File: config.mk
export PLATFORM = sky130hd
export DESIGN_NAME = pipe_stage_reg_flat
export DESIGN_NICKNAME = d
export VERILOG_FILES = /design/src/rtl/pipe_pkg.sv /design/src/rtl/pipe_stage_reg_if.sv /design/src/rtl/hazard_countdown.sv /design/src/rtl/pipe_stage_reg.sv /design/src/flat_wrapper.sv
export SDC_FILE = /design/constraint.sdc
export NUM_CORES = 1
export LEC_CHECK = 0
export BUFFER_PORTS_ARGS = -buffer_cell sky130_fd_sc_hd__buf_2
export CORE_ASPECT_RATIO = 0.6
export CORE_MARGIN = 4
export CORE_UTILIZATION = 40
export DETAILED_ROUTE_END_ITERATION = 10
export PLACE_DENSITY = 0.77
export SETUP_SLACK_MARGIN = 0.05
export SLEW_MARGIN = 20
export SYNTH_ARGS = -nofsm -noshare
export SYNTH_HDL_FRONTEND = slang
export SYNTH_SLANG_ARGS = --single-unit
File: constraint.sdc
create_clock -name clk -period 4.1 [get_ports clk]
set_input_delay 0.41 -clock clk [delete_from_list [all_inputs] [get_ports clk]]
set_output_delay 0.41 -clock clk [all_outputs]
set_load 0.005 [all_outputs]
File: src/rtl/pipe_pkg.sv
// Shared types and constants for the MIPS pipeline-stage registers.
package pipe_pkg;

    // What a stage register does while the hazard logic holds it back.
    typedef enum logic {
        HOLD   = 1'b0,
        BUBBLE = 1'b1
    } stall_mode_e;

    // Packed control bundle; side-effecting enables live in the low bits.
    typedef struct packed {
        logic [21:0] misc;
        logic [2:0]  load_sel;
        logic [2:0]  pc_mux_sel;
        logic        mem_write_en;
        logic        lo_en;
        logic        hi_en;
        logic        ctrl_we;
    } ctrl_t;

    localparam int CTRL_BUS_W = $bits(ctrl_t);

    // Kill masks per stage boundary: set bits are zeroed on a bubble.
    localparam logic [CTRL_BUS_W-1:0] KILL_IF_ID  = {CTRL_BUS_W{1'b1}};
    localparam logic [CTRL_BUS_W-1:0] KILL_ID_EX  = 32'h0000_007F;
    localparam logic [CTRL_BUS_W-1:0] KILL_EX_MEM = 32'h0000_038F;
    localparam logic [CTRL_BUS_W-1:0] KILL_MEM_WB = 32'h0000_0007;

endpackage

File: src/rtl/pipe_stage_reg_if.sv
// Handshake/bus bundle between a pipeline stage register and its neighbours.
interface pipe_stage_reg_if #(
    parameter int DATA_W = 64,
    parameter int CTRL_W = 32,
    parameter int CD_W   = 3,
    parameter int CNT_W  = 16
);
    logic              in_valid;
    logic [DATA_W-1:0] in_data;
    logic [CTRL_W-1:0] in_ctrl;
    logic              stall;
    logic              flush;
    logic              cd_load;
    logic [CD_W-1:0]   cd_amt;
    logic              out_valid;
    logic [DATA_W-1:0] out_data;
    logic [CTRL_W-1:0] out_ctrl;
    logic              stall_out;
    logic [CNT_W-1:0]  bubble_cnt;

    modport master (
        output in_valid, in_data, in_ctrl, stall, flush, cd_load, cd_amt,
        input  out_valid, out_data, out_ctrl, stall_out, bubble_cnt
    );

    modport slave (
        input  in_valid, in_data, in_ctrl, stall, flush, cd_load, cd_amt,
        output out_valid, out_data, out_ctrl, stall_out, bubble_cnt
    );
endinterface

File: src/rtl/hazard_countdown.sv
// Loadable down-counter that keeps a stage stalled for a fixed number of cycles.
module hazard_countdown #(
    parameter int CD_W = 3
) (
    input  logic            clk,
    input  logic            rst,
    input  logic            cd_load,
    input  logic [CD_W-1:0] cd_amt,
    input  logic            flush,
    output logic            busy
);
    logic [CD_W-1:0] cd_q;

    // Flush cancels any pending stall; a load always restarts the count.
    always_ff @(posedge clk or posedge rst) begin
        if (rst) begin
            cd_q <= '0;
        end else if (flush) begin
            cd_q <= '0;
        end else if (cd_load) begin
            cd_q <= cd_amt;
        end else if (cd_q != '0) begin
            cd_q <= cd_q - 1'b1;
        end
    end

    assign busy = (cd_q != '0);
endmodule

File: src/rtl/pipe_stage_reg.sv
// Pipeline stage register with hold/flush/bubble, hazard countdown and bubble counter.
module pipe_stage_reg
    import pipe_pkg::*;
#(
    parameter int                 DATA_W     = 64,
    parameter int                 CTRL_W     = CTRL_BUS_W,
    parameter logic [CTRL_W-1:0]  KILL_MASK  = {CTRL_W{1'b1}},
    parameter logic [DATA_W-1:0]  RESET_DATA = '0,
    parameter stall_mode_e        STALL_MODE = HOLD,
    parameter int                 CD_W       = 3,
    parameter int                 CNT_W      = 16
) (
    input  logic             clk,
    input  logic             rst,
    pipe_stage_reg_if.slave  bus
);
    logic              cd_busy;
    logic              eff_stall;
    logic              valid_q;
    logic [DATA_W-1:0] data_q;
    logic [CTRL_W-1:0] ctrl_q;
    logic [CNT_W-1:0]  bubble_q;

    hazard_countdown #(
        .CD_W (CD_W)
    ) u_countdown (
        .clk     (clk),
        .rst     (rst),
        .cd_load (bus.cd_load),
        .cd_amt  (bus.cd_amt),
        .flush   (bus.flush),
        .busy    (cd_busy)
    );

    assign eff_stall = bus.stall | cd_busy;

    // Flush beats stall; a stall either freezes the stage or injects a counted bubble.
    always_ff @(posedge clk or posedge rst) begin
        if (rst) begin
            valid_q  <= 1'b0;
            data_q   <= RESET_DATA;
            ctrl_q   <= '0;
            bubble_q <= '0;
        end else if (bus.flush) begin
            valid_q <= 1'b0;
            data_q  <= RESET_DATA;
            ctrl_q  <= '0;
        end else if (eff_stall) begin
            if (STALL_MODE == BUBBLE) begin
                valid_q <= 1'b0;
                data_q  <= bus.in_data;
                ctrl_q  <= bus.in_ctrl & ~KILL_MASK;
                if (bubble_q != {CNT_W{1'b1}}) begin
                    bubble_q <= bubble_q + 1'b1;
                end
            end
        end else begin
            valid_q <= bus.in_valid;
            data_q  <= bus.in_data;
            ctrl_q  <= bus.in_ctrl;
        end
    end

    assign bus.out_valid  = valid_q;
    assign bus.out_data   = data_q;
    assign bus.out_ctrl   = ctrl_q;
    assign bus.stall_out  = eff_stall;
    assign bus.bubble_cnt = bubble_q;
endmodule

File: src/flat_wrapper.sv
// flat-port wrapper written by rule: the top's interface ports become plain ports
module pipe_stage_reg_flat import pipe_pkg::*;
#(
    parameter int                 DATA_W     = 64,
    parameter int                 CTRL_W     = CTRL_BUS_W,
    parameter logic [CTRL_W-1:0]  KILL_MASK  = {CTRL_W{1'b1}},
    parameter logic [DATA_W-1:0]  RESET_DATA = '0,
    parameter stall_mode_e        STALL_MODE = HOLD,
    parameter int                 CD_W       = 3,
    parameter int                 CNT_W      = 16
)
  (clk, rst, bus_in_valid, bus_in_data, bus_in_ctrl, bus_stall, bus_flush, bus_cd_load, bus_cd_amt, bus_out_valid, bus_out_data, bus_out_ctrl, bus_stall_out, bus_bubble_cnt);
  pipe_stage_reg_if #(.DATA_W(DATA_W), .CTRL_W(CTRL_W), .CD_W(CD_W), .CNT_W(CNT_W)) bus_i ();
  input  logic clk;
  input  logic rst;
  input wire logic [$bits(bus_i.in_valid)-1:0] bus_in_valid;
  input wire logic [$bits(bus_i.in_data)-1:0] bus_in_data;
  input wire logic [$bits(bus_i.in_ctrl)-1:0] bus_in_ctrl;
  input wire logic [$bits(bus_i.stall)-1:0] bus_stall;
  input wire logic [$bits(bus_i.flush)-1:0] bus_flush;
  input wire logic [$bits(bus_i.cd_load)-1:0] bus_cd_load;
  input wire logic [$bits(bus_i.cd_amt)-1:0] bus_cd_amt;
  output wire logic [$bits(bus_i.out_valid)-1:0] bus_out_valid;
  output wire logic [$bits(bus_i.out_data)-1:0] bus_out_data;
  output wire logic [$bits(bus_i.out_ctrl)-1:0] bus_out_ctrl;
  output wire logic [$bits(bus_i.stall_out)-1:0] bus_stall_out;
  output wire logic [$bits(bus_i.bubble_cnt)-1:0] bus_bubble_cnt;
  assign bus_i.in_valid = bus_in_valid;
  assign bus_i.in_data = bus_in_data;
  assign bus_i.in_ctrl = bus_in_ctrl;
  assign bus_i.stall = bus_stall;
  assign bus_i.flush = bus_flush;
  assign bus_i.cd_load = bus_cd_load;
  assign bus_i.cd_amt = bus_cd_amt;
  assign bus_out_valid = bus_i.out_valid;
  assign bus_out_data = bus_i.out_data;
  assign bus_out_ctrl = bus_i.out_ctrl;
  assign bus_stall_out = bus_i.stall_out;
  assign bus_bubble_cnt = bus_i.bubble_cnt;
  pipe_stage_reg #(.DATA_W(DATA_W), .CTRL_W(CTRL_W), .KILL_MASK(KILL_MASK), .RESET_DATA(RESET_DATA), .STALL_MODE(STALL_MODE), .CD_W(CD_W), .CNT_W(CNT_W)) u_core (.clk(clk), .rst(rst), .bus(bus_i));
endmodule
==> flow_summary.yaml, run 1 <==
run_status:
  status: "finished, final reports clean"
floorplanning:
  core_sq_mm: 0.0101
  ios: 219
  die_h_um: 87.6
  die_w_um: 141
  initial_core_util_pct: 41.9
  die_area_sq_mm: 0.0123
  rows: 28
sta:
  hold_violations: 0
  max_slew_margin_pct: 26.2
  rsz0062_at_grt: "false"
  setup_slack_ps: 1390
  fin_crit_ps: 2710
  setup_tns_ps: 0
  clock_skew_ps: 5.09
  worst-slew-pin-transition_ps: 1110
  fmax_mhz: 369
  drv_slew: 0
  post-route-period-util_pct: 66.2
  setup_viol: 0
  whs_ps: 255
critical_path:
  crit_path_end_kind: "output pin"
  rr_worst_depth: 7
  path_class: "register to output pin"
  r2r-end: "u_core.bus.out_ctrl[10]"
  critical_path_peak_fanout: 98
  arrival_ps: 2300
  required_ps: 3690
  start_kind: "register"
  ff2ff_setup_slack_ps: 1720
  reg2reg_from: "u_core.u_countdown.cd_q[0]"
clock_tree:
  ctsResizeCount: 0
  clockBufferDepth: 2
  cts_root_buf: "clkbuf_16"
  ctsHoldBuffers: 0
  postCtsSetupRepairBufs: 0
  cts_sinks: 100
  clock_latency_ps: 330
  clk_pin_slew_worst_paths_ps: 70
  cts_tree: "done"
  cts_buffers: 9
  cts_max_level: 3
logic_synthesis:
  synth_top_area_cell: "dfrtp_1"
  seq_area_frac_synth_pct: 59.2
  synth_warnings: 16
  synthTopCellsByArea: "dfrtp_1, nand2_1, a21oi_1"
  synth_seq_cells: 100
  synth_top_area_share_pct: 59.2
  synth_cell_types: 21
  syn_area_per_cell_sq_um: 9.21
  syn-cell-area_sq_mm: 0.00423
  syn_inst: 459
finish:
  area_growth_pct: 29.1
  antenna_cells: 0
  final_cell_count_no_fill: 781
  num-nets-final: 748
  drive_gt1_share_pct: 37.5
power_and_ir_drop:
  ir_drop_mv: 0.211
  p_per_area_mw_per_mm2: 414
  power.leakage_nw: 2.86
global_route:
  grt_overflow: 0
  antenna_found_initial: 1
  grt_pass1_vias: 3545
  grt_max_degree: 101
  grt_pass1_wl_um: 17400
  grt_util_all_layers_pct: 17.3
routing:
  firstDrtPassIters: 7
  drt-wirelength-per-cell_um: 14.1
  via_count: 3706
  routed_wl_um: 11000
  drt_iter0_drc: 231
  vias_per_cell: 4.75
  ant_nets: 0
  drc: 0
placed_design:
  place.port_buffers: 202
  place.gp.congestion: 0.855
  pre_cts_ws_ps: 1730
  hpwl_um: 7730
  dp_cells: 765
run:
  maxCapViolations: 0
worst_hold_path:
  hold_path.class: "input port to async pin"
per-stage QoR:
| step | power (mW) | area, sq um | utilization [%] |
|---|---|---|---|
| finish | 2.26 | 5460 | 54.1 |
| global route | 2.39 | 5460 | 54.1 |
| CTS | 2.30 | 5460 | 54.1 |
| detailed placement | 1.48 | 5170 | 51.2 |
| global placement | 1.47 | 5170 | 51.2 |
| floorplan | 1.35 | 4280 | - |
layer usage:
layer / wire length (um) / track usage (%) / up-vias
met5: 13 / 0 / -
met4: 75 / 4.75 / 2
met3: 918 / 6.00 / 9
met2: 5100 / 26.7 / 146
met1: 4910 / 23.7 / 1756
li1: - / - / 1793
worst max path at each step:
stage,start,end,slack [ps],cells after the start
6_report,u_core.u_countdown.cd_q[0],bus_stall_out,1390,6
5_1_grt,u_core.u_countdown.cd_q[0],bus_stall_out,1210,6
4_1_cts,u_core.u_countdown.cd_q[0],bus_stall_out,1360,6
3_5_place_dp,u_core.u_countdown.cd_q[0],bus_stall_out,1730,6
3_3_place_gp,u_core.u_countdown.cd_q[0],bus_stall_out,1800,6
2_1_floorplan,rst,u_core.bus.out_ctrl[0],1070,1
where the power goes:
part,internal [mW],switching [mW]
sequential,1.06,0.0378
combinational,0.145,0.222
clock,0.448,0.353
total,1.65,0.612
Yosys cell counts, drive strengths merged:
cell	count
nor2b	3
a211oi	2
nor2	3
dfrtp	100
nand2	194
a21oi	97
nor3	2
clkbuf	11
ha	2
mux2i	1
conb	1
xnor2	1
buf	37
inv	5
layout make-up:
class | count | area [sq um]
clock inverters | 4 | 32.5
repair buffers | 204 | 1030
well taps | 135 | 169
flip-flops and latches | 100 | 2500
inverters | 5 | 23.8
fillers | 937 | 4630
clock buffers | 12 | 256
multi-input cells | 321 | 1440
worst max-delay path, cell delays in order, from the launching register on:
cell	delay, ps
dfrtp_1	370
inv_1	60
ha_1	200
ha_1	260
nor2b_4	160
inv_4	660
buf_2	250
flip-flops by register name, summed over array words and instances (netlist names):
signal / count
u_core.bus.out_data: 64
u_core.bus.out_ctrl: 32
u_core.u_countdown.cd_q: 3
u_core.bus.out_valid: 1
kinds of logic after synthesis:
logic type      after synthesis  share of synthesized area, %
compound gates               99                          12.7
xor+xnor                      1                         0.207
fa+ha+maj                     2                         0.592
buf+inv                      53                          8.08
flops                       100                          59.2
mux                           1                         0.237
other cells                   1                        0.0888
simple gates                202                          18.8
layout by cell type, fill, tap and decap left out:
cell type	Yosys	layout
a211oi_1	2	2
a21oi_1	87	87
a21oi_2	10	10
buf_2	13	201
buf_4	16	3
clkbuf_1	11	1
clkbuf_16	0	9
clkbuf_8	0	2
clkinv_4	0	1
clkinvlp_4	0	2
conb_1	1	16
dfrtp_1	100	100
ha_1	2	2
inv_1	4	3
inv_4	1	2
inv_6	0	1
mux2i_1	1	1
nand2_1	184	184
nand2_2	10	10
nor2_1	3	3
nor2b_1	2	2
nor2b_4	0	1
nor3_1	2	2
xnor2_1	1	1
Note: power is estimated with default switching activity, not from simulation.
==> run 2, diff against run 1 <==
- PLACE_DENSITY: 0.77 -> 0.8
- clock period: 4.1 -> 2.4 ns (I/O delays scaled with it)
==> flow_summary.yaml, run 2 (synthesis gave the netlist of run 1 again) <==
run_status:
  status: "finished, final reports clean"
floorplanning:
  rows: 28
  die_w_um: 141
  die_area_sq_mm: 0.0123
  ios: 219
  die_h_um: 87.6
  initial_core_util_pct: 41.9
  core_sq_mm: 0.0101
power_and_ir_drop:
  ir_drop_mv: 0.357
  p_sw_share_pct: 26.6
  clockPowerShare_pct: 35.7
  power.leakage_nw: 2.90
  p_int_mw: 2.88
  seq_power_share_pct: 47.6
  switchingPower_mw: 1.05
  p_per_area_mw_per_mm2: 709
  combPwrFrac_pct: 16.6
worst_hold_path:
  hold_path.class: "input port to async pin"
sta:
  worst-slew-pin-transition_ps: 688
  setup_tns_ps: 0
  fin_crit_ps: 2040
  max_slew_margin_pct: 54.1
  fmax_mhz: 491
  hold_violations: 0
  rsz0062_at_grt: "false"
  drv_slew: 0
  setup_viol: 0
  post-route-period-util_pct: 84.9
  clock_skew_ps: 5.89
clock_tree:
  cts_tree: "done"
  ctsHoldBuffers: 0
  cts_buffers: 9
  cts_root_buf: "clkbuf_16"
  clock_latency_ps: 330
  cts_max_level: 3
  ctsResizeCount: 0
  clockBufferDepth: 2
  clk_pin_slew_worst_paths_ps: 60
  cts_sinks: 100
  postCtsSetupRepairBufs: 0
routing:
  routed_wl_um: 11400
  drt_iter0_drc: 143
  ant_nets: 0
  firstDrtPassIters: 4
  vias_per_cell: 4.73
  drc: 0
  drt-wirelength-per-cell_um: 14.4
  via_count: 3725
critical_path:
  critPathTopFamily: "buffers and inverters"
  crit_chain: "inv_1, ha_1, ha_1, nor2b_4, inv_4, buf_2"
  arrival_ps: 1800
  slowest_delay_ps: 360
  cp_slowest_cell: "dfrtp_1"
  path_class: "register to output pin"
  critical_path_peak_fanout: 26
  worst-path-buf-inv: 3
  crit_path_frequent_cell: "ha_1"
  crit_path_end_kind: "output pin"
  required_ps: 2160
  start_kind: "register"
global_route:
  grt_util_all_layers_pct: 18.2
  antenna_found_initial: 0
  grt_pass1_wl_um: 18100
  grt_pass1_vias: 3646
  grt_overflow: 0
  grt_max_degree: 101
placed_design:
  place.gp.congestion: 0.854
  place.port_buffers: 202
  hpwl_um: 8230
finish:
  most-common-layout-cells: "buf_2, nand2_1, dfrtp_1"
  post-route-util_pct: 54.9
  area_growth_pct: 31.1
  largest_reg_flops: 64
  layout_commonest_cell: "buf_2"
  drive_gt1_share_pct: 37.7
  num-nets-final: 754
run:
  maxCapViolations: 0
-- run 2: cell count changes in the layout (fill, tap and decap cells not counted), moves of 2 or more --
| cell | previous run | this run |
|---|---|---|
| clkbuf_1 | 1 | 3 |
| buf_12 | 0 | 3 |
| buf_4 | 3 | 6 |
| clkbuf_8 | 2 | 0 |
-- run 2: through the flow --
stage / setup slack [ps] / area [sq um] / hold WS [ps] / cells / power (mW)
global route: 193 / 5540 / 90.6 / 787 / 4.14
global placement: 533 / 5250 / 426 / 771 / 2.54
detailed placement: 392 / 5250 / 441 / 771 / 2.56
CTS: 341 / 5540 / 75.9 / 787 / 3.98
floorplan: 758 / 4290 / 361 / 474 / 2.30
finish: 364 / 5540 / 56.7 / 788 / 3.93
-- run 2: worst paths after layout --
kind | slack (ps) | startpoint | cells past startpoint | to
setup / recovery | 360 | u_core.u_countdown.cd_q[0] | 6 | bus_stall_out
max in group asynchronous | 1950 | rst | 3 | u_core.bus.out_ctrl[16]
setup reg to reg | 390 | u_core.u_countdown.cd_q[0] | 7 | u_core.bus.out_data[59]
hold / removal | 60 | rst | 3 | u_core.bus.out_data[61]
hold reg to reg | 520 | u_core.bus.out_data[63] | 2 | u_core.bus.out_data[63]
min in group clk | 130 | bus_in_data[53] | 3 | u_core.bus.out_data[53]
-- run 2: power groups by stage --
stage	combinational (mW)	sequential [mW]	clock, mW
floorplan	0.394	1.90	0
global route	0.740	1.88	1.52
global placement	0.641	1.89	0
CTS	0.663	1.87	1.45
detailed placement	0.662	1.90	0
finish	0.653	1.87	1.40
-- run 2: final cells by class --
class / count / area (sq um)
clock buffers: 12 / 236
fillers: 959 / 4550
flip-flops and latches: 100 / 2500
multi-input cells: 321 / 1440
inverters: 5 / 25.0
clock inverters: 4 / 50.0
repair buffers: 210 / 1110
diodes: 1 / 2.50
well taps: 135 / 169
-- run 2: worst min-delay path: cells and delay by family --
kind                   cells  cell delay [ps]
buffers and inverters      3              590
-- run 2: per-layer routing --
| metal | global-route usage, % | wire (um) | vias up |
|---|---|---|---|
| met5 | 0 | 0 | - |
| met4 | 5.28 | 113 | 0 |
| met3 | 6.00 | 1010 | 10 |
| met2 | 30.2 | 5450 | 139 |
| met1 | 23.1 | 4800 | 1775 |
| li1 | - | - | 1801 |
==> run 3, diff against run 2 <==
- PLACE_DENSITY: 0.8 -> 0.77
- clock period: 2.4 -> 2.1 ns (I/O delays scaled with it)
==> flow_summary.yaml, run 3 (synthesis gave the netlist of run 1 again) <==
critical_path:
  arrival_ps: 1700
  crit_path_end_kind: "output pin"
  crit_chain: "inv_1, ha_1, ha_2, nor2b_4, inv_6, buf_2"
  critPathTopFamily: "flip-flops"
  start_kind: "register"
  cp_slowest_cell: "dfrtp_1"
  required_ps: 1890
  slowest_delay_ps: 390
  critical_path_peak_fanout: 24
  path_class: "register to output pin"
  worst-path-buf-inv: 3
power_and_ir_drop:
  clockPowerShare_pct: 35.9
  p_sw_share_pct: 26.2
  ir_drop_mv: 0.441
  combPwrFrac_pct: 16.7
  switchingPower_mw: 1.18
  seq_power_share_pct: 47.5
  p_per_area_mw_per_mm2: 809
  power.leakage_nw: 2.91
  p_int_mw: 3.32
routing:
  firstDrtPassIters: 6
  drc: 0
  via_count: 3729
  drt-wirelength-per-cell_um: 14.0
  vias_per_cell: 4.74
  drt_iter0_drc: 188
  ant_nets: 0
  routed_wl_um: 11000
clock_tree:
  clockBufferDepth: 2
  cts_max_level: 3
  cts_buffers: 9
  cts_root_buf: "clkbuf_16"
  cts_sinks: 100
  cts_tree: "done"
  clock_latency_ps: 330
  clk_pin_slew_worst_paths_ps: 70
floorplanning:
  rows: 28
  ios: 219
  initial_core_util_pct: 41.9
  core_sq_mm: 0.0101
  die_h_um: 87.6
  die_w_um: 141
  die_area_sq_mm: 0.0123
sta:
  fin_crit_ps: 1910
  rsz0062_at_grt: "false"
  clock_skew_ps: 6.38
  setup_viol: 0
  setup_tns_ps: 0
  worst-slew-pin-transition_ps: 522
  post-route-period-util_pct: 90.8
  hold_violations: 0
  fmax_mhz: 524
  max_slew_margin_pct: 65.2
  setup_slack_ps: 192
  drv_slew: 0
placed_design:
  hpwl_um: 8100
  pre_cts_ws_ps: 180
  place_area_sq_mm: 0.00526
  place.port_buffers: 202
  place.gp.congestion: 0.851
run_status:
  status: "finished, final reports clean"
run:
  maxCapViolations: 0
global_route:
  grt_overflow: 0
  antenna_found_initial: 0
  grt_pass1_vias: 3677
  grt_pass1_wl_um: 17700
  grt_util_all_layers_pct: 17.8
  grt_max_degree: 101
finish:
  antenna_cells: 0
  largest_reg_flops: 64
  most-common-layout-cells: "buf_2, nand2_1, dfrtp_1"
  layout_commonest_cell: "buf_2"
  area_growth_pct: 31.6
  final_cell_area_sq_mm: 0.00556
  num-nets-final: 754
  drive_gt1_share_pct: 38.1
worst_hold_path:
  hold_path.class: "input port to async pin"
run 3: worst paths after layout:
path / startpoint / to / slack, ps / depth (start not counted)
max reg2reg: u_core.u_countdown.cd_q[0] / u_core.bus.out_data[50] / 220 / 7
min: rst / u_core.bus.out_data[52] / 30 / 3
min in group clk: bus_in_data[1] / u_core.bus.out_data[1] / 100 / 3
max in group asynchronous: rst / u_core.bus.out_data[6] / 1680 / 3
max: u_core.u_countdown.cd_q[0] / bus_stall_out / 190 / 6
min reg2reg: u_core.bus.out_ctrl[13] / u_core.bus.out_ctrl[13] / 520 / 2
run 3: tightest hold or removal path, cell delays in order:
cell        delay [ps]
buf_2              110
clkinvlp_4          70
buf_12             410
run 3: what timing repair did:
| action | 4_1_cts | 5_1_grt |
|---|---|---|
| gates resized for setup | 0 | 2 |
| buffers inserted | 0 | 0 |
| hold buffers | 0 | 0 |
| setup endpoints to repair | 0 | 1 |
run 3: power by group through the flow:
stage | logic [mW] | registers, mW | clock network [mW]
3_3_place_gp | 0.738 | 2.16 | 0
6_report | 0.750 | 2.14 | 1.61
3_5_place_dp | 0.759 | 2.17 | 0
2_1_floorplan | 0.450 | 2.18 | 0
4_1_cts | 0.758 | 2.14 | 1.67
5_1_grt | 0.843 | 2.15 | 1.76
run 3: per-layer routing:
metal	GRT usage, %	up-vias	wire [um]
li1	-	1799	-
met1	22.5	1773	4720
met2	28.8	145	5150
met3	7.20	12	1060
met4	4.75	0	95
met5	0	-	0
run 3: final cells by class:
cell class | instances | area, sq um
clock buffer | 11 | 243
clock inverter | 4 | 50.0
fill | 933 | 4530
inverter | 5 | 27.5
multi-input combinational | 321 | 1450
sequential | 100 | 2500
tap | 135 | 169
timing repair buffer | 210 | 1120
run 3: stage by stage:
step | utilization [%] | std cells | total power [mW] | hold slack (ps)
3_3_place_gp | 52.2 | 771 | 2.90 | 397
3_5_place_dp | 52.2 | 771 | 2.93 | 408
4_1_cts | 55.1 | 786 | 4.56 | 45.8
5_1_grt | 55.1 | 786 | 4.75 | 74.3
2_1_floorplan | - | 474 | 2.63 | 331
6_report | 55.1 | 786 | 4.50 | 26.0
